File: config.mk
export PLATFORM = sky130hd
export DESIGN_NAME = reg_file_mp
export DESIGN_NICKNAME = d
export VERILOG_FILES = /design/src/rtl/rf_pkg.sv /design/src/rtl/rf_read_port.sv /design/src/rtl/reg_file_mp.sv
export SDC_FILE = /design/constraint.sdc
export NUM_CORES = 1
export LEC_CHECK = 0
export CELL_PAD_IN_SITES_DETAIL_PLACEMENT = 0
export CELL_PAD_IN_SITES_GLOBAL_PLACEMENT = 2
export CORE_AREA = 10 10 219 221
export CTS_CLUSTER_SIZE = 14
export DETAILED_ROUTE_END_ITERATION = 16
export DIE_AREA = 0 0 229 231
export GPL_TIMING_DRIVEN = 0
export PLACE_DENSITY = 0.95
export SETUP_SLACK_MARGIN = 0.2
export SLEW_MARGIN = 20
export SYNTH_ARGS = -nofsm -noshare
export SYNTH_HDL_FRONTEND = slang
export SYNTH_SLANG_ARGS = --single-unit
File: constraint.sdc
create_clock -name CLK -period 4.2 [get_ports CLK]
set_input_delay 0.84 -clock CLK [delete_from_list [all_inputs] [get_ports CLK]]
set_output_delay 0.84 -clock CLK [all_outputs]
set_load 0.05 [all_outputs]
File: src/rtl/rf_pkg.sv
// rf_pkg: shared constants and types for the multi-port register file.
//   RF_ZERO_IDX  register that is hardwired to zero
//   RF_SP_IDX    default stack-pointer register index
//   RF_SP_RESET  default stack-pointer reset value
//   RF_BR_REG    default register forced onto read port 1 for branch compares
//   rf_waddr_t / rf_data_t  default-width address and data types
package rf_pkg;

    localparam int RF_DW       = 16;
    localparam int RF_NREGS    = 16;
    localparam int RF_AW       = 4;
    localparam int RF_NREAD    = 2;

    localparam int RF_ZERO_IDX = 0;
    localparam int RF_SP_IDX   = 2;
    localparam logic [RF_DW-1:0] RF_SP_RESET = 16'h03FF;
    localparam int RF_BR_REG   = 14;

    typedef logic [RF_AW-1:0] rf_waddr_t;
    typedef logic [RF_DW-1:0] rf_data_t;

endpackage

File: src/rtl/rf_read_port.sv
// rf_read_port: one registered read port of the register file.
//   CLK, RST_N         clock / async active-low reset
//   rd_en              load the output registers this edge (otherwise hold)
//   rd_addr            requested register address
//   br_sig             replace rd_addr with BR_REG (tied low on ports without the override)
//   wr_en/addr/data    the two write ports, used for write-first bypass
//   regs               current register contents
//   pend_next          scoreboard value after this edge's set/clear
//   rd_data, rd_pend   registered read data and pending flag
module rf_read_port
    import rf_pkg::*;
#(
    parameter int DW     = RF_DW,
    parameter int NREGS  = RF_NREGS,
    parameter int AW     = RF_AW,
    parameter int BR_REG = RF_BR_REG
) (
    input  logic              CLK,
    input  logic              RST_N,
    input  logic              rd_en,
    input  logic [AW-1:0]     rd_addr,
    input  logic              br_sig,
    input  logic [1:0]        wr_en,
    input  logic [2*AW-1:0]   wr_addr,
    input  logic [2*DW-1:0]   wr_data,
    input  logic [DW-1:0]     regs [NREGS],
    input  logic [NREGS-1:0]  pend_next,
    output logic [DW-1:0]     rd_data,
    output logic              rd_pend
);

    logic [AW-1:0] eff_addr;
    logic          eff_zero;
    logic          hit0;
    logic          hit1;
    logic [DW-1:0] data_next;
    logic          pend_bit_next;
    logic [DW-1:0] data_reg;
    logic          pend_reg;

    assign eff_addr = br_sig ? AW'(BR_REG) : rd_addr;
    assign eff_zero = (eff_addr == AW'(RF_ZERO_IDX));

    assign hit0 = wr_en[0] && (wr_addr[0 +: AW]  == eff_addr);
    assign hit1 = wr_en[1] && (wr_addr[AW +: AW] == eff_addr);

    // Write-first: a same-cycle write to the address wins over the stored value,
    // and port 1 wins over port 0, matching the storage update order.
    always_comb begin
        data_next = regs[eff_addr];
        if (eff_zero) begin
            data_next = '0;
        end else if (hit1) begin
            data_next = wr_data[DW +: DW];
        end else if (hit0) begin
            data_next = wr_data[0 +: DW];
        end
    end

    assign pend_bit_next = pend_next[eff_addr] && !eff_zero;

    always_ff @(posedge CLK or negedge RST_N) begin
        if (!RST_N) begin
            data_reg <= '0;
            pend_reg <= 1'b0;
        end else if (rd_en) begin
            data_reg <= data_next;
            pend_reg <= pend_bit_next;
        end
    end

    assign rd_data = data_reg;
    assign rd_pend = pend_reg;

endmodule

File: src/rtl/reg_file_mp.sv
// reg_file_mp: multi-port register file between decode and execute.
//   CLK, RST_N     clock / async active-low reset
//   in_RdEn        per-read-port load enable
//   in_ReadAddr    read addresses, port k at [k*AW +: AW]
//   in_BrSig       force read port 1 onto BR_REG
//   in_WrEn        two write enables (port 1 wins on address collision)
//   in_WrAddr      two write addresses
//   in_WrData      two write data words
//   in_SetPend     mark in_PendAddr as awaiting a producer
//   in_PendAddr    register to mark pending
//   out_ReadData   registered read data per port
//   out_ReadPend   registered pending flag per port
// Register 0 reads as zero and is never pending; SP_IDX only changes the reset value.
module reg_file_mp
    import rf_pkg::*;
#(
    parameter int             DW       = RF_DW,
    parameter int             NREGS    = RF_NREGS,
    parameter int             AW       = RF_AW,
    parameter int             NREAD    = RF_NREAD,
    parameter int             SP_IDX   = RF_SP_IDX,
    parameter logic [DW-1:0]  SP_RESET = RF_SP_RESET,
    parameter int             BR_REG   = RF_BR_REG
) (
    input  logic                 CLK,
    input  logic                 RST_N,
    input  logic [NREAD-1:0]     in_RdEn,
    input  logic [NREAD*AW-1:0]  in_ReadAddr,
    input  logic                 in_BrSig,
    input  logic [1:0]           in_WrEn,
    input  logic [2*AW-1:0]      in_WrAddr,
    input  logic [2*DW-1:0]      in_WrData,
    input  logic                 in_SetPend,
    input  logic [AW-1:0]        in_PendAddr,
    output logic [NREAD*DW-1:0]  out_ReadData,
    output logic [NREAD-1:0]     out_ReadPend
);

    logic [DW-1:0]    regs_reg [NREGS];
    logic [NREGS-1:0] pend_reg;
    logic [NREGS-1:0] pend_next;

    logic [AW-1:0] wr_addr0;
    logic [AW-1:0] wr_addr1;
    logic [DW-1:0] wr_data0;
    logic [DW-1:0] wr_data1;

    assign wr_addr0 = in_WrAddr[0 +: AW];
    assign wr_addr1 = in_WrAddr[AW +: AW];
    assign wr_data0 = in_WrData[0 +: DW];
    assign wr_data1 = in_WrData[DW +: DW];

    // Storage and scoreboard, one slice per register.
    genvar gi;
    generate
        for (gi = 0; gi < NREGS; gi++) begin : g_reg
            if (gi == RF_ZERO_IDX) begin : g_zero
                always_ff @(posedge CLK or negedge RST_N) begin
                    if (!RST_N) begin
                        regs_reg[gi] <= '0;
                    end else begin
                        regs_reg[gi] <= '0;
                    end
                end
                assign pend_next[gi] = 1'b0;
            end else begin : g_data
                logic hit0;
                logic hit1;
                logic set_hit;

                assign hit0    = in_WrEn[0] && (wr_addr0 == AW'(gi));
                assign hit1    = in_WrEn[1] && (wr_addr1 == AW'(gi));
                assign set_hit = in_SetPend && (in_PendAddr == AW'(gi));

                always_ff @(posedge CLK or negedge RST_N) begin
                    if (!RST_N) begin
                        regs_reg[gi] <= (gi == SP_IDX) ? SP_RESET : '0;
                    end else if (hit1) begin
                        regs_reg[gi] <= wr_data1;
                    end else if (hit0) begin
                        regs_reg[gi] <= wr_data0;
                    end
                end

                // A new producer being issued outranks the completing write.
                assign pend_next[gi] = set_hit ? 1'b1
                                     : ((hit0 || hit1) ? 1'b0 : pend_reg[gi]);
            end
        end
    endgenerate

    always_ff @(posedge CLK or negedge RST_N) begin
        if (!RST_N) begin
            pend_reg <= '0;
        end else begin
            pend_reg <= pend_next;
        end
    end

    // Read ports; only port 1 honours the branch-compare override.
    generate
        for (gi = 0; gi < NREAD; gi++) begin : g_port
            localparam logic IS_BR_PORT = (gi == 1);
            logic br_sel;

            assign br_sel = in_BrSig && IS_BR_PORT;

            rf_read_port #(
                .DW     (DW),
                .NREGS  (NREGS),
                .AW     (AW),
                .BR_REG (BR_REG)
            ) u_read_port (
                .CLK       (CLK),
                .RST_N     (RST_N),
                .rd_en     (in_RdEn[gi]),
                .rd_addr   (in_ReadAddr[gi*AW +: AW]),
                .br_sig    (br_sel),
                .wr_en     (in_WrEn),
                .wr_addr   (in_WrAddr),
                .wr_data   (in_WrData),
                .regs      (regs_reg),
                .pend_next (pend_next),
                .rd_data   (out_ReadData[gi*DW +: DW]),
                .rd_pend   (out_ReadPend[gi])
            );
        end
    endgenerate

endmodule

==> impl_results.html, run 1 <==
<table>
<tr><th>Metric</th><th>Value</th></tr>
<tr><th colspan="2">Clock network</th></tr>
<tr><td>Post-cts gate resize count</td><td>0</td></tr>
<tr><td>Total CTS buffers</td><td>34</td></tr>
<tr><td>Clock-pin transition on the worst setup and hold timing paths</td><td>0.06 ns</td></tr>
<tr><td>Count of clock tree sinks</td><td>289</td></tr>
<tr><td>Clock latency at the later pin of the worst-skew pair</td><td>0.55 ns</td></tr>
<tr><td>Cts-stage hold buffer count</td><td>0</td></tr>
<tr><td>Post-CTS setup buffer count</td><td>0</td></tr>
<tr><td># H-tree levels</td><td>2</td></tr>
<tr><td>Buffer cell driving the clock tree root</td><td>sky130_fd_sc_hd__clkbuf_16</td></tr>
<tr><td>Worst-case clock buffer depth</td><td>3</td></tr>
<tr><td>CTS tree</td><td>yes</td></tr>
<tr><th colspan="2">Synth</th></tr>
<tr><td>Largest cells by area after synthesis</td><td>sky130_fd_sc_hd__dfrtp_1 (38%), sky130_fd_sc_hd__mux2i_1 (16%), sky130_fd_sc_hd__mux4_2 (7.9%), sky130_fd_sc_hd__a21oi_1 (5.0%), sky130_fd_sc_hd__o21ai_0 (4.5%)</td></tr>
<tr><td>Post-Syn Nets</td><td>1991</td></tr>
<tr><td>Synthesized instance count</td><td>1931</td></tr>
<tr><td>Post-synthesis area per instance</td><td>9.55 sq um</td></tr>
<tr><td>Proportion of synthesized chip area in sequential cells</td><td>0.393</td></tr>
<tr><td>Primary flip-flop cell chosen by synthesis mapping</td><td>sky130_fd_sc_hd__dfrtp_1</td></tr>
<tr><td>Ys async rst share</td><td>1.00</td></tr>
<tr><td>Top-area cell type share of the netlist area</td><td>0.379</td></tr>
<tr><td>Number of library cell types mapped by synthesis</td><td>67</td></tr>
<tr><td>Number of warnings printed during yosys synthesis</td><td>0</td></tr>
<tr><td>Post-synth design cell area</td><td>18400 sq um</td></tr>
<tr><td>Yosys top cell by area</td><td>sky130_fd_sc_hd__dfrtp_1</td></tr>
<tr><td>Post-synthesis register bit count</td><td>289</td></tr>
<tr><td>Number of enable-type register cells in the synthesized netlist</td><td>0</td></tr>
<tr><th colspan="2">Global route</th></tr>
<tr><td>Pin count of the biggest net entering global routing</td><td>98</td></tr>
<tr><td>Residual overflow from global routing</td><td>0</td></tr>
<tr><td>Global-route wire length before repair</td><td>109000 um</td></tr>
<tr><td>Tot GR Track Use</td><td>0.277</td></tr>
<tr><td>Number of global-route vias before repair</td><td>15784</td></tr>
<tr><td>Number of antenna violations at the first check in global routing</td><td>0</td></tr>
<tr><th colspan="2">Timing</th></tr>
<tr><td>Relative slew slack</td><td>0.321</td></tr>
<tr><td>RSZ-0062 raised after global routing</td><td>false</td></tr>
<tr><td>Max frequency</td><td>0.284 GHz</td></tr>
<tr><td>Number of pins exceeding their max-slew limit in the final report</td><td>0</td></tr>
<tr><td>Minimum clock period after layout</td><td>3.52 ns</td></tr>
<tr><td>Least-Margin Pin Slew</td><td>1.01 ns</td></tr>
<tr><td>Fin worst setup slack</td><td>0.680 ns</td></tr>
<tr><td>Setup total negative slack</td><td>0 ns</td></tr>
<tr><td>Post-route clock skew</td><td>0.0159 ns</td></tr>
<tr><td>Final Hold Vio Count</td><td>0</td></tr>
<tr><td>Share of the clock period used by the worst path after layout</td><td>0.838</td></tr>
<tr><td>Final setup viols</td><td>0</td></tr>
<tr><th colspan="2">Layout</th></tr>
<tr><td>Count of filler cells inserted in the layout</td><td>4168</td></tr>
<tr><td>Synth-to-layout area growth</td><td>14.0%</td></tr>
<tr><td>Multi-input combinational cell area</td><td>10100 sq um</td></tr>
<tr><td>Number of flip-flops under the largest register name</td><td>240</td></tr>
<tr><td>Proportion of layout cells with a drive suffix above 1</td><td>0.133</td></tr>
<tr><td>Nets</td><td>2085</td></tr>
<tr><td>Number of diodes</td><td>0</td></tr>
<tr><td>Register area</td><td>7240 sq um</td></tr>
<tr><th colspan="2">Setup path</th></tr>
<tr><td>Reg-to-Reg Start</td><td>regs_reg[209]$_DFFE_PN1P_</td></tr>
<tr><td>Startpoint-to-endpoint class of the critical path</td><td>primary input to register</td></tr>
<tr><td>Element type at the critical path start</td><td>primary input</td></tr>
<tr><td>End of the worst register-to-register path</td><td>g_port[1].u_read_port.rd_data[1]$_DFFE_PN0P_</td></tr>
<tr><td>Crit-path leading delay family</td><td>compound AO/OA/AOI/OAI gates</td></tr>
<tr><td>Highest cell delay on the worst timing path</td><td>0.76 ns</td></tr>
<tr><td>Data arrival, critical path</td><td>4.01 ns</td></tr>
<tr><td>Maximum fanout along the worst path</td><td>10</td></tr>
<tr><td>CP cell instances</td><td>clkdlybuf4s50_1 -&gt; buf_4 -&gt; buf_4 -&gt; nor2_1 -&gt; nand2_1 -&gt; nand2_1 -&gt; a31oi_1 -&gt; o21ai_0 -&gt; a21oi_1 -&gt; a221o_1</td></tr>
<tr><td>Required time of the worst setup path</td><td>4.69 ns</td></tr>
<tr><td>Worst reg-to-reg setup slack</td><td>2.12 ns</td></tr>
<tr><td>Worst path bufs/invs</td><td>3</td></tr>
<tr><td>Crit path capture type</td><td>register</td></tr>
<tr><td>FF-to-FF path depth</td><td>5</td></tr>
<tr><td>Critical-path cell with the highest stage delay</td><td>sky130_fd_sc_hd__a31oi_1</td></tr>
<tr><th colspan="2">Power and ir drop</th></tr>
<tr><td>Cell area power density</td><td>486 nW/um^2</td></tr>
<tr><td>Maximum vdd drop</td><td>0.299 mV</td></tr>
<tr><td>Overall power consumption</td><td>10.2 mW</td></tr>
<tr><td>Leakage component of the power</td><td>8.73 nW</td></tr>
<tr><th colspan="2">Floorplanning</th></tr>
<tr><td>Die height</td><td>231 um</td></tr>
<tr><td>Die outline area</td><td>52900 sq um</td></tr>
<tr><td>Area of the core</td><td>43700 sq um</td></tr>
<tr><td>Number of rows in the core area</td><td>77</td></tr>
<tr><td>Number of top-level design ports</td><td>94</td></tr>
<tr><td>Width of the die</td><td>229 um</td></tr>
<tr><td>Initial core utilization</td><td>0.422</td></tr>
<tr><th colspan="2">Drt</th></tr>
<tr><td>Number of remaining DRC errors</td><td>0</td></tr>
<tr><td>Remaining antenna violation count after routing</td><td>0</td></tr>
<tr><td>Routed vias</td><td>16308</td></tr>
<tr><td>Routed wirelength normalized by instance count</td><td>28.6 um</td></tr>
<tr><td>Ratio of routed vias to standard cells</td><td>6.17</td></tr>
<tr><td>Total detailed-routing wirelength</td><td>75600 um</td></tr>
<tr><td>Initial DRT Pass Iterations</td><td>7</td></tr>
<tr><td>Initial detailed-routing violation count</td><td>2314</td></tr>
<tr><th colspan="2">Hold path</th></tr>
<tr><td>Class of the most critical hold timing path</td><td>primary input to asynchronous set/reset pin</td></tr>
<tr><th colspan="2">Place</th></tr>
<tr><td>Number of buffers added on ports</td><td>55</td></tr>
<tr><td>Detail Placement HPWL</td><td>60400 um</td></tr>
<tr><td>Routability cong.</td><td>1.02</td></tr>
<tr><td>Post-placement setup slack</td><td>0.133 ns</td></tr>
<tr><th colspan="2">Job</th></tr>
<tr><td>Max-cap violations</td><td>0</td></tr>
<tr><th colspan="2">Status</th></tr>
<tr><td>Run status</td><td>finished clean</td></tr>
</table>
## worst max path at each step
stage	start	end	depth (start not counted)
finish	in_ReadAddr[0]	g_port[0].u_read_port.rd_data[7]$_DFFE_PN0P_	10
global route	in_ReadAddr[0]	g_port[0].u_read_port.rd_data[7]$_DFFE_PN0P_	10
CTS	in_ReadAddr[0]	g_port[0].u_read_port.rd_data[7]$_DFFE_PN0P_	10
detailed placement	in_ReadAddr[0]	g_port[0].u_read_port.rd_data[7]$_DFFE_PN0P_	10
global placement	RST_N	g_port[1].u_read_port.rd_data[10]$_DFFE_PN0P_	1
floorplan	in_ReadAddr[0]	g_port[0].u_read_port.rd_data[14]$_DFFE_PN0P_	8
## stage by stage
stage	cells	area [sq um]	util	hold slack (ns)
after global routing	2642	21000	0.481	0.195
final	2642	21000	0.481	0.178
after detailed placement	2581	19800	0.453	0.497
after global placement	2578	19700	0.451	0.482
after floorplan	1931	18400	-	0.453
after CTS	2642	21000	0.481	0.177
## worst register-to-register path, delay by kind of cell, from the launching register on
| family | cells | cell delay [ns] |
|---|---|---|
| mux | 2 | 0.71 |
| compound gates | 2 | 0.64 |
| simple gates | 1 | 0.07 |
| flops | 1 | 0.57 |
## cells by family after synthesis
kind of cell | after synthesis | share of synthesized area
muxes | 399 | 0.263
AOI/OAI and AO/OA | 524 | 0.169
buffers and inverters | 252 | 0.0603
and+or+nand+nor | 457 | 0.110
DFF | 289 | 0.393
xor gates and xnor gates | 10 | 0.00475
## power breakdown
part	switching, mW	total (mW)	internal, mW
Combinational	1.58	2.80	1.22
Clock	1.29	3.27	1.98
Sequential	0.663	4.16	3.49
## layout make-up
cell class                      count  area share
Buffer                            228      0.0486
Tap cell                          592      0.0352
Clock buffer                       46      0.0474
Multi-Input combinational cell   1390       0.480
Inverter                           24     0.00428
Clock inverter                     15     0.00999
Sequential cell                   289       0.344
Timing Repair Buffer               58      0.0303
## placed cells by master, fill, tap and decap left out, types with 19 or more instances in the layout
master	n
sky130_fd_sc_hd__mux2i_1	301
sky130_fd_sc_hd__dfrtp_1	279
sky130_fd_sc_hd__a21oi_1	185
sky130_fd_sc_hd__nand2_1	179
sky130_fd_sc_hd__o21ai_0	167
sky130_fd_sc_hd__nor2_1	157
sky130_fd_sc_hd__clkbuf_1	133
sky130_fd_sc_hd__mux4_2	65
sky130_fd_sc_hd__clkdlybuf4s50_1	54
sky130_fd_sc_hd__buf_2	49
sky130_fd_sc_hd__o22ai_1	43
sky130_fd_sc_hd__clkbuf_16	35
sky130_fd_sc_hd__mux2_2	33
sky130_fd_sc_hd__nor2b_1	26
sky130_fd_sc_hd__buf_1	26
sky130_fd_sc_hd__o221ai_1	23
sky130_fd_sc_hd__nand3_1	22
sky130_fd_sc_hd__inv_1	21
sky130_fd_sc_hd__a221o_1	21
sky130_fd_sc_hd__a22oi_1	19
## metal layers
metal  up-vias  GRT usage  wire, um
met5         -          0         0
met4         0     0.0923      2230
met3       103     0.0791      8540
met2       891      0.416     32900
met1      8125      0.378     31900
li1       7189          -         -
## Yosys cell counts (22+ instances only)
master                     number
sky130_fd_sc_hd__a21oi_1      185
sky130_fd_sc_hd__buf_1         26
sky130_fd_sc_hd__buf_2         49
sky130_fd_sc_hd__clkbuf_1     130
sky130_fd_sc_hd__dfrtp_1      279
sky130_fd_sc_hd__mux2_2        33
sky130_fd_sc_hd__mux2i_1      301
sky130_fd_sc_hd__mux4_2        65
sky130_fd_sc_hd__nand2_1      179
sky130_fd_sc_hd__nand3_1       22
sky130_fd_sc_hd__nor2_1       157
sky130_fd_sc_hd__nor2b_1       26
sky130_fd_sc_hd__o21ai_0      167
sky130_fd_sc_hd__o221ai_1      23
sky130_fd_sc_hd__o22ai_1       43
No activity file was read; power rests on OpenSTA's default activity.
==> inputs of run 2 (changes only) <==
--- a/config.mk
+++ b/config.mk
@@ -7,12 +7,12 @@
 export LEC_CHECK = 0
 export CELL_PAD_IN_SITES_DETAIL_PLACEMENT = 0
 export CELL_PAD_IN_SITES_GLOBAL_PLACEMENT = 2
-export CORE_AREA = 10 10 219 221
+export CORE_AREA = 10 10 238 240
 export CTS_CLUSTER_SIZE = 14
 export DETAILED_ROUTE_END_ITERATION = 16
-export DIE_AREA = 0 0 229 231
+export DIE_AREA = 0 0 248 250
 export GPL_TIMING_DRIVEN = 0
-export PLACE_DENSITY = 0.95
+export PLACE_DENSITY = 0.88
 export SETUP_SLACK_MARGIN = 0.2
 export SLEW_MARGIN = 20
 export SYNTH_ARGS = -nofsm -noshare
==> constraint.sdc (replaced) <==
create_clock -name CLK -period 3.05 [get_ports CLK]
set_input_delay 0.61 -clock CLK [delete_from_list [all_inputs] [get_ports CLK]]
set_output_delay 0.61 -clock CLK [all_outputs]
set_load 0.05 [all_outputs]
==> run 2 against run 1 <==
  * Register-to-register slack worse by 1.2 ns
  * Non-clock buffer count rose by 2
  * Largest power group unchanged
  * Flip-flop and latch count did not move
  * Clock skew grew 0.0059 ns
==> impl_results.html, run 2 (synthesized netlist as in run 1, its figures left out) <==
<table>
<tr><th>Metric</th><th>Value</th></tr>
<tr><th colspan="2">Drt</th></tr>
<tr><td>Routed vias</td><td>16331 (was 16308)</td></tr>
<tr><td>Number of remaining DRC errors</td><td>0 (unchanged)</td></tr>
<tr><td>Remaining antenna violation count after routing</td><td>0 (unchanged)</td></tr>
<tr><td>Routed wirelength normalized by instance count</td><td>29.3 um (was 28.6 um)</td></tr>
<tr><td>Ratio of routed vias to standard cells</td><td>5.96 (was 6.17)</td></tr>
<tr><td>Total detailed-routing wirelength</td><td>80300 um (was 75600 um)</td></tr>
<tr><td>Initial detailed-routing violation count</td><td>1950 (was 2314)</td></tr>
<tr><td>Initial DRT Pass Iterations</td><td>5 (was 7)</td></tr>
<tr><th colspan="2">Layout</th></tr>
<tr><td>Most common cell after layout, fill and taps aside</td><td>sky130_fd_sc_hd__mux2i_1 (unchanged)</td></tr>
<tr><td>Count of filler cells inserted in the layout</td><td>5121 (was 4168)</td></tr>
<tr><td>Nets</td><td>2088 (was 2085)</td></tr>
<tr><td>Commonest non-fill, non-tap cells in the layout</td><td>sky130_fd_sc_hd__mux2i_1 (301), sky130_fd_sc_hd__dfrtp_1 (279), sky130_fd_sc_hd__a21oi_1 (185) (unchanged)</td></tr>
<tr><td>Proportion of layout cells with a drive suffix above 1</td><td>0.144 (was 0.133)</td></tr>
<tr><td>Final design utilization</td><td>0.409 (was 0.481)</td></tr>
<tr><td>Number of flip-flops under the largest register name</td><td>240 (unchanged)</td></tr>
<tr><td>Synth-to-layout area growth</td><td>15.3% (was 14.0%)</td></tr>
<tr><th colspan="2">Timing</th></tr>
<tr><td>Share of the clock period used by the worst path after layout</td><td>0.955</td></tr>
<tr><td>Minimum clock period after layout</td><td>2.91 ns</td></tr>
<tr><td>Worst hold slack across all endpoints</td><td>0.512 ns (was 0.178 ns)</td></tr>
<tr><td>Fin worst setup slack</td><td>0.138 ns (was 0.680 ns)</td></tr>
<tr><td>RSZ-0062 raised after global routing</td><td>true (was false)</td></tr>
<tr><td>Max frequency</td><td>0.343 GHz</td></tr>
<tr><td>Number of pins exceeding their max-slew limit in the final report</td><td>0 (unchanged)</td></tr>
<tr><td>Post-route clock skew</td><td>0.0218 ns (was 0.0159 ns)</td></tr>
<tr><td>Final setup viols</td><td>0 (unchanged)</td></tr>
<tr><td>Least-Margin Pin Slew</td><td>0.893 ns (was 1.01 ns)</td></tr>
<tr><td>Final Hold Vio Count</td><td>0 (unchanged)</td></tr>
<tr><td>Relative slew slack</td><td>0.403 (was 0.321)</td></tr>
<tr><th colspan="2">Clock network</th></tr>
<tr><td>Clock-pin transition on the worst setup and hold timing paths</td><td>0.06 ns (about the same)</td></tr>
<tr><td>Worst-case clock buffer depth</td><td>3 (unchanged)</td></tr>
<tr><td>Buffer cell driving the clock tree root</td><td>sky130_fd_sc_hd__clkbuf_16 (unchanged)</td></tr>
<tr><td>CTS tree</td><td>yes (unchanged)</td></tr>
<tr><td># H-tree levels</td><td>2 (unchanged)</td></tr>
<tr><td>Total CTS buffers</td><td>35 (was 34)</td></tr>
<tr><td>Count of clock tree sinks</td><td>289 (unchanged)</td></tr>
<tr><td>Clock latency at the later pin of the worst-skew pair</td><td>0.58 ns (was 0.55 ns)</td></tr>
<tr><th colspan="2">Setup path</th></tr>
<tr><td>CP cell instances</td><td>clkdlybuf4s50_1 -&gt; nor2b_1 -&gt; buf_2 -&gt; buf_4 -&gt; a22oi_1 -&gt; mux4_2 -&gt; o221ai_1 -&gt; mux2i_1 -&gt; o21ai_1 (was clkdlybuf4s50_1 -&gt; buf_4 -&gt; buf_4 -&gt; nor2_1 -&gt; nand2_1 -&gt; nand2_1 -&gt; a31oi_1 -&gt; o21ai_0 -&gt; a21oi_1 -&gt; a221o_1)</td></tr>
<tr><td>End of the worst register-to-register path</td><td>g_port[1].u_read_port.rd_data[14]$_DFFE_PN0P_ (was g_port[1].u_read_port.rd_data[1]$_DFFE_PN0P_)</td></tr>
<tr><td>FF-to-FF path depth</td><td>7 (was 5)</td></tr>
<tr><td>Reg-to-Reg Start</td><td>regs_reg[142]$_DFFE_PN0P_ (was regs_reg[209]$_DFFE_PN1P_)</td></tr>
<tr><td>Maximum fanout along the worst path</td><td>10 (unchanged)</td></tr>
<tr><td>Critical-path cell with the highest stage delay</td><td>sky130_fd_sc_hd__mux4_2 (was sky130_fd_sc_hd__a31oi_1)</td></tr>
<tr><td>Worst path bufs/invs</td><td>3 (unchanged)</td></tr>
<tr><td>Element type at the critical path start</td><td>primary input (unchanged)</td></tr>
<tr><td>Worst reg-to-reg setup slack</td><td>0.97 ns (was 2.12 ns)</td></tr>
<tr><td>Startpoint-to-endpoint class of the critical path</td><td>primary input to register (unchanged)</td></tr>
<tr><td>Crit-path leading delay family</td><td>buffers and inverters (was compound AO/OA/AOI/OAI gates)</td></tr>
<tr><td>Crit path capture type</td><td>register (unchanged)</td></tr>
<tr><td>Data arrival, critical path</td><td>3.41 ns (was 4.01 ns)</td></tr>
<tr><td>Highest cell delay on the worst timing path</td><td>0.55 ns (was 0.76 ns)</td></tr>
<tr><td>Required time of the worst setup path</td><td>3.54 ns (was 4.69 ns)</td></tr>
<tr><th colspan="2">Global route</th></tr>
<tr><td>Number of global-route vias before repair</td><td>16017 (was 15784)</td></tr>
<tr><td>Residual overflow from global routing</td><td>0 (unchanged)</td></tr>
<tr><td>Pin count of the biggest net entering global routing</td><td>88 (was 98)</td></tr>
<tr><td>Global-route wire length before repair</td><td>115000 um (was 109000 um)</td></tr>
<tr><td>Number of antenna violations at the first check in global routing</td><td>2 (was 0)</td></tr>
<tr><td>Tot GR Track Use</td><td>0.253 (was 0.277)</td></tr>
<tr><th colspan="2">Power and ir drop</th></tr>
<tr><td>Maximum vdd drop</td><td>0.331 mV (was 0.299 mV)</td></tr>
<tr><td>Cell area power density</td><td>660 nW/um^2 (was 486 nW/um^2)</td></tr>
<tr><td>Leakage component of the power</td><td>8.79 nW (was 8.73 nW)</td></tr>
<tr><th colspan="2">Floorplanning</th></tr>
<tr><td>Die outline area</td><td>62000 sq um (was 52900 sq um)</td></tr>
<tr><td>Number of top-level design ports</td><td>94 (unchanged)</td></tr>
<tr><td>Number of rows in the core area</td><td>84 (was 77)</td></tr>
<tr><td>Area of the core</td><td>52000 sq um (was 43700 sq um)</td></tr>
<tr><td>Die height</td><td>250 um (was 231 um)</td></tr>
<tr><td>Width of the die</td><td>248 um (was 229 um)</td></tr>
<tr><td>Initial core utilization</td><td>0.355 (was 0.422)</td></tr>
<tr><th colspan="2">Place</th></tr>
<tr><td>Routability cong.</td><td>1.02 (about the same)</td></tr>
<tr><td>Post-placement setup slack</td><td>-0.735 ns (was 0.133 ns)</td></tr>
<tr><td>Number of buffers added on ports</td><td>55 (unchanged)</td></tr>
<tr><td>Detail Placement HPWL</td><td>64600 um (was 60400 um)</td></tr>
<tr><th colspan="2">Hold path</th></tr>
<tr><td>Class of the most critical hold timing path</td><td>register to register (was primary input to asynchronous set/reset pin)</td></tr>
<tr><td>Cells on Worst Hold Path</td><td>1</td></tr>
<tr><td>Endpoint of the worst hold path</td><td>g_port[0].u_read_port.rd_data[5]$_DFFE_PN0P_</td></tr>
<tr><td>Hold Startpoint</td><td>g_port[0].u_read_port.rd_data[5]$_DFFE_PN0P_</td></tr>
<tr><th colspan="2">Status</th></tr>
<tr><td>Run status</td><td>finished clean (unchanged)</td></tr>
<tr><th colspan="2">Job</th></tr>
<tr><td>Max-cap violations</td><td>0 (unchanged)</td></tr>
</table>
run 2: cell count changes in the layout (fill, tap and decap cells not counted), moves of 4 or more:
cell                       change
sky130_fd_sc_hd__clkbuf_1      -9
sky130_fd_sc_hd__clkbuf_2     +12
sky130_fd_sc_hd__nor3_1        -4
sky130_fd_sc_hd__nor2_4        +4
sky130_fd_sc_hd__clkinv_2      -4
run 2: worst max-delay path by stage:
stage	from	to	slack [ns]	cells after the start
CTS	in_BrSig	g_port[1].u_read_port.rd_data[11]$_DFFE_PN0P_	0.22	8
global route	in_ReadAddr[4]	g_port[1].u_read_port.rd_data[8]$_DFFE_PN0P_	0.08	8
detailed placement	in_ReadAddr[0]	g_port[0].u_read_port.rd_data[5]$_DFFE_PN0P_	-0.74	10
global placement	RST_N	pend_reg[4]$_DFF_PN0_	-11.84	1
finish	in_BrSig	g_port[1].u_read_port.rd_data[8]$_DFFE_PN0P_	0.14	9
floorplan	in_ReadAddr[0]	g_port[0].u_read_port.rd_data[14]$_DFFE_PN0P_	0.77	8
run 2: area by class of cell:
type / count / area [sq um] / area share
clock buffer: 49 / 1020 / 0.0479
clock inverter: 12 / 159 / 0.00747
sequential: 289 / 7240 / 0.341
multi-input combinational: 1390 / 10200 / 0.479
buffer: 228 / 1050 / 0.0494
timing repair buffer: 60 / 659 / 0.0310
tap: 688 / 861 / 0.0405
inverter: 24 / 90.1 / 0.00424
antenna: 1 / 2.50 / 0.000118
run 2: repair_timing:
action | 4_1_cts | 5_1_grt
buffers inserted | 0 | 0
setup endpoints to repair | 34 | 32
gates cloned | 0 | 0
hold buffers | 1 | 0
resized for setup | 16 | 26
hold endpoints to repair | 34 | 0
run 2: power by group:
group,switching (mW),total [mW],internal [mW]
combinational,2.22,3.90,1.68
sequential,0.934,5.75,4.81
clock,1.85,4.37,2.53
run 2: routing by layer:
metal  up-vias  track usage  wire [um]
met3       102       0.0540       7230
met5         -            0          0
met4         0       0.0780       2040
met2       774        0.381      35600
met1      8269        0.354      35400
li1       7186            -          -
run 2: metrics by stage:
stage	cells	power [mW]	area, sq um	TNS, ns
after detailed placement	2678	9.51	20000	-27.81
after floorplan	1931	7.98	18400	0
final	2741	14.0	21300	0
after CTS	2740	13.9	21200	0
after global routing	2741	14.6	21300	0
after global placement	2674	9.39	19900	-3402.71
==> inputs of run 3 (changes only) <==
--- a/config.mk
+++ b/config.mk
@@ -7,10 +7,10 @@
 export LEC_CHECK = 0
 export CELL_PAD_IN_SITES_DETAIL_PLACEMENT = 0
 export CELL_PAD_IN_SITES_GLOBAL_PLACEMENT = 2
-export CORE_AREA = 10 10 238 240
+export CORE_AREA = 2 2 230 232
 export CTS_CLUSTER_SIZE = 14
 export DETAILED_ROUTE_END_ITERATION = 16
-export DIE_AREA = 0 0 248 250
+export DIE_AREA = 0 0 232 234
 export GPL_TIMING_DRIVEN = 0
 export PLACE_DENSITY = 0.88
 export SETUP_SLACK_MARGIN = 0.2
==> run 3 against run 2 <==
  * Clock skew is 0.0020 ns higher
  * Clock power hardly changed
  * Critical path depth is 3 lower
  * Total power is 0.32% lower
  * Worst setup slack better by 0.091 ns
  * Final cell count stayed put
  * Largest power group unchanged
==> impl_results.html, run 3 (synthesized netlist as in run 1, its figures left out) <==
<table>
<tr><th>Metric</th><th>Value</th></tr>
<tr><th colspan="2">Job</th></tr>
<tr><td>Max-cap violations</td><td>0 (unchanged)</td></tr>
<tr><th colspan="2">Floorplanning</th></tr>
<tr><td>Number of rows in the core area</td><td>84 (unchanged)</td></tr>
<tr><td>Die outline area</td><td>54300 sq um (was 62000 sq um)</td></tr>
<tr><td>Area of the core</td><td>52000 sq um (unchanged)</td></tr>
<tr><td>Initial core utilization</td><td>0.355 (unchanged)</td></tr>
<tr><td>Die height</td><td>234 um (was 250 um)</td></tr>
<tr><td>Width of the die</td><td>232 um (was 248 um)</td></tr>
<tr><td>Number of top-level design ports</td><td>94 (unchanged)</td></tr>
<tr><th colspan="2">Status</th></tr>
<tr><td>Run status</td><td>finished clean (unchanged)</td></tr>
<tr><th colspan="2">Timing</th></tr>
<tr><td>Minimum clock period after layout</td><td>2.82 ns (was 2.91 ns)</td></tr>
<tr><td>Final Hold Vio Count</td><td>0 (unchanged)</td></tr>
<tr><td>RSZ-0062 raised after global routing</td><td>true (unchanged)</td></tr>
<tr><td>Least-Margin Pin Slew</td><td>0.927 ns (was 0.893 ns)</td></tr>
<tr><td>Number of pins exceeding their max-slew limit in the final report</td><td>0 (unchanged)</td></tr>
<tr><td>Final setup viols</td><td>0 (unchanged)</td></tr>
<tr><td>Setup total negative slack</td><td>0 ns (unchanged)</td></tr>
<tr><td>Relative slew slack</td><td>0.382 (was 0.403)</td></tr>
<tr><td>Share of the clock period used by the worst path after layout</td><td>0.925 (was 0.955)</td></tr>
<tr><td>Post-route clock skew</td><td>0.0239 ns (was 0.0218 ns)</td></tr>
<tr><td>Max frequency</td><td>0.354 GHz (was 0.343 GHz)</td></tr>
<tr><th colspan="2">Clock network</th></tr>
<tr><td>Worst-case clock buffer depth</td><td>3 (unchanged)</td></tr>
<tr><td># H-tree levels</td><td>2 (unchanged)</td></tr>
<tr><td>Count of clock tree sinks</td><td>289 (unchanged)</td></tr>
<tr><td>CTS tree</td><td>yes (unchanged)</td></tr>
<tr><td>Clock-pin transition on the worst setup and hold timing paths</td><td>0.06 ns (about the same)</td></tr>
<tr><td>Total CTS buffers</td><td>34 (was 35)</td></tr>
<tr><td>Buffer cell driving the clock tree root</td><td>sky130_fd_sc_hd__clkbuf_16 (unchanged)</td></tr>
<tr><td>Clock latency at the later pin of the worst-skew pair</td><td>0.57 ns (was 0.58 ns)</td></tr>
<tr><td>Post-CTS setup buffer count</td><td>0 (unchanged)</td></tr>
<tr><th colspan="2">Setup path</th></tr>
<tr><td>Crit path capture type</td><td>register (unchanged)</td></tr>
<tr><td>Data arrival, critical path</td><td>3.23 ns (was 3.41 ns)</td></tr>
<tr><td>Maximum fanout along the worst path</td><td>10 (unchanged)</td></tr>
<tr><td>Startpoint-to-endpoint class of the critical path</td><td>primary input to register (unchanged)</td></tr>
<tr><td>Element type at the critical path start</td><td>primary input (unchanged)</td></tr>
<tr><td>Required time of the worst setup path</td><td>3.46 ns (was 3.54 ns)</td></tr>
<tr><th colspan="2">Global route</th></tr>
<tr><td>Global-route wire length before repair</td><td>111000 um (was 115000 um)</td></tr>
<tr><td>Residual overflow from global routing</td><td>0 (unchanged)</td></tr>
<tr><td>Tot GR Track Use</td><td>0.287 (was 0.253)</td></tr>
<tr><td>Pin count of the biggest net entering global routing</td><td>93 (was 88)</td></tr>
<tr><td>Number of antenna violations at the first check in global routing</td><td>0 (was 2)</td></tr>
<tr><td>Number of global-route vias before repair</td><td>15491 (was 16017)</td></tr>
<tr><th colspan="2">Layout</th></tr>
<tr><td>Non-Filler Cell Area, Final</td><td>21200 sq um (was 21300 sq um)</td></tr>
<tr><td>Final design utilization</td><td>0.408 (was 0.409)</td></tr>
<tr><td>Synth-to-layout area growth</td><td>15.0% (was 15.3%)</td></tr>
<tr><td>Proportion of layout cells with a drive suffix above 1</td><td>0.145 (was 0.144)</td></tr>
<tr><td>Most common cell after layout, fill and taps aside</td><td>sky130_fd_sc_hd__mux2i_1 (unchanged)</td></tr>
<tr><td>Count of filler cells inserted in the layout</td><td>5157 (was 5121)</td></tr>
<tr><td>Commonest non-fill, non-tap cells in the layout</td><td>sky130_fd_sc_hd__mux2i_1 (300), sky130_fd_sc_hd__dfrtp_1 (279), sky130_fd_sc_hd__a21oi_1 (185) (was sky130_fd_sc_hd__mux2i_1 (301), sky130_fd_sc_hd__dfrtp_1 (279), sky130_fd_sc_hd__a21oi_1 (185))</td></tr>
<tr><td>Nets</td><td>2086 (was 2088)</td></tr>
<tr><td>Number of flip-flops under the largest register name</td><td>240 (unchanged)</td></tr>
<tr><th colspan="2">Place</th></tr>
<tr><td>Routability cong.</td><td>1.01 (was 1.02)</td></tr>
<tr><td>Area after detailed placement</td><td>19900 sq um (was 20000 sq um)</td></tr>
<tr><td>Number of buffers added on ports</td><td>55 (unchanged)</td></tr>
<tr><td>Detail Placement HPWL</td><td>63300 um (was 64600 um)</td></tr>
<tr><th colspan="2">Drt</th></tr>
<tr><td>Routed wirelength normalized by instance count</td><td>28.8 um (was 29.3 um)</td></tr>
<tr><td>Total detailed-routing wirelength</td><td>78900 um (was 80300 um)</td></tr>
<tr><td>Routed vias</td><td>16387 (was 16331)</td></tr>
<tr><td>Initial DRT Pass Iterations</td><td>6 (was 5)</td></tr>
<tr><td>Initial detailed-routing violation count</td><td>2127 (was 1950)</td></tr>
<tr><td>Number of remaining DRC errors</td><td>0 (unchanged)</td></tr>
<tr><td>Remaining antenna violation count after routing</td><td>0 (unchanged)</td></tr>
<tr><td>Ratio of routed vias to standard cells</td><td>5.98 (was 5.96)</td></tr>
<tr><th colspan="2">Power and ir drop</th></tr>
<tr><td>Cell area power density</td><td>659 nW/um^2 (was 660 nW/um^2)</td></tr>
<tr><td>Leakage component of the power</td><td>8.76 nW (was 8.79 nW)</td></tr>
<tr><td>Maximum vdd drop</td><td>0.333 mV (was 0.331 mV)</td></tr>
<tr><th colspan="2">Hold path</th></tr>
<tr><td>Class of the most critical hold timing path</td><td>register to register (unchanged)</td></tr>
</table>
==> run 3: path summary, 6_finish.rpt <==
path                       slack (ns)                                             to  cells after the start                                          start
setup / recovery                 0.23                      regs_reg[106]$_DFFE_PN0P_                      6                                     in_WrEn[0]
hold / removal                   0.52  g_port[0].u_read_port.rd_data[14]$_DFFE_PN0P_                      1  g_port[0].u_read_port.rd_data[14]$_DFFE_PN0P_
setup reg to reg                 0.97  g_port[0].u_read_port.rd_data[10]$_DFFE_PN0P_                      6                      regs_reg[138]$_DFFE_PN0P_
hold reg to reg                  0.52  g_port[0].u_read_port.rd_data[14]$_DFFE_PN0P_                      1  g_port[0].u_read_port.rd_data[14]$_DFFE_PN0P_
max in group asynchronous        1.29                          pend_reg[4]$_DFF_PN0_                      4                                          RST_N
min in group asynchronous        0.53   g_port[1].u_read_port.rd_data[9]$_DFFE_PN0P_                      2                                          RST_N
==> run 3: final cells by class <==
type | instances | area, sq um | area share
multi-input cells | 1390 | 10200 | 0.479
flip-flops and latches | 289 | 7240 | 0.342
plain buffers | 228 | 1060 | 0.0498
clock buffers | 43 | 925 | 0.0436
well taps | 688 | 861 | 0.0406
repair buffers | 59 | 652 | 0.0307
clock inverters | 19 | 225 | 0.0106
inverters | 24 | 90.1 | 0.00425
diodes | 1 | 2.50 | 0.000118
==> run 3: layer usage <==
| layer | track usage | part of all wire |
|---|---|---|
| met3 | 0.0796 | 0.098 |
| met2 | 0.433 | 0.44 |
| met5 | 0 | 0 |
| met4 | 0.0944 | 0.031 |
| met1 | 0.397 | 0.43 |
==> run 3: power breakdown <==
part | switching [mW] | internal, mW | total, mW
combinational | 2.21 | 1.69 | 3.90
sequential | 0.915 | 4.81 | 5.73
clock | 1.84 | 2.51 | 4.35
total | 4.97 | 9.01 | 14.0
==> run 3: worst max-delay path, cell delays in order <==
cell and delay (ns):
sky130_fd_sc_hd__clkdlybuf4s50_1 0.72, sky130_fd_sc_hd__nand3b_1 0.31, sky130_fd_sc_hd__nor2_2 0.75, sky130_fd_sc_hd__buf_2 0.50, sky130_fd_sc_hd__mux2i_1 0.23, sky130_fd_sc_hd__a21oi_1 0.09
==> run 3: metrics by stage <==
| stage | power (mW) | cells | setup slack [ns] | hold slack [ns] |
|---|---|---|---|---|
| 2_1_floorplan | 7.98 | 1931 | 0.772 | 0.314 |
| 3_3_place_gp | 9.35 | 2674 | -11.83 | 0.489 |
| 3_5_place_dp | 9.49 | 2677 | -0.956 | 0.504 |
| 4_1_cts | 13.8 | 2740 | 0.207 | 0.509 |
| 5_1_grt | 14.5 | 2740 | 0.198 | 0.548 |
| 6_report | 14.0 | 2741 | 0.229 | 0.516 |
==> run 3: what timing repair did <==
action                     4_1_cts  5_1_grt
pin swaps                        1        1
gates resized for setup         18       38
hold buffers                     1        0
setup endpoints to repair       34       31
hold endpoints to repair        36        0
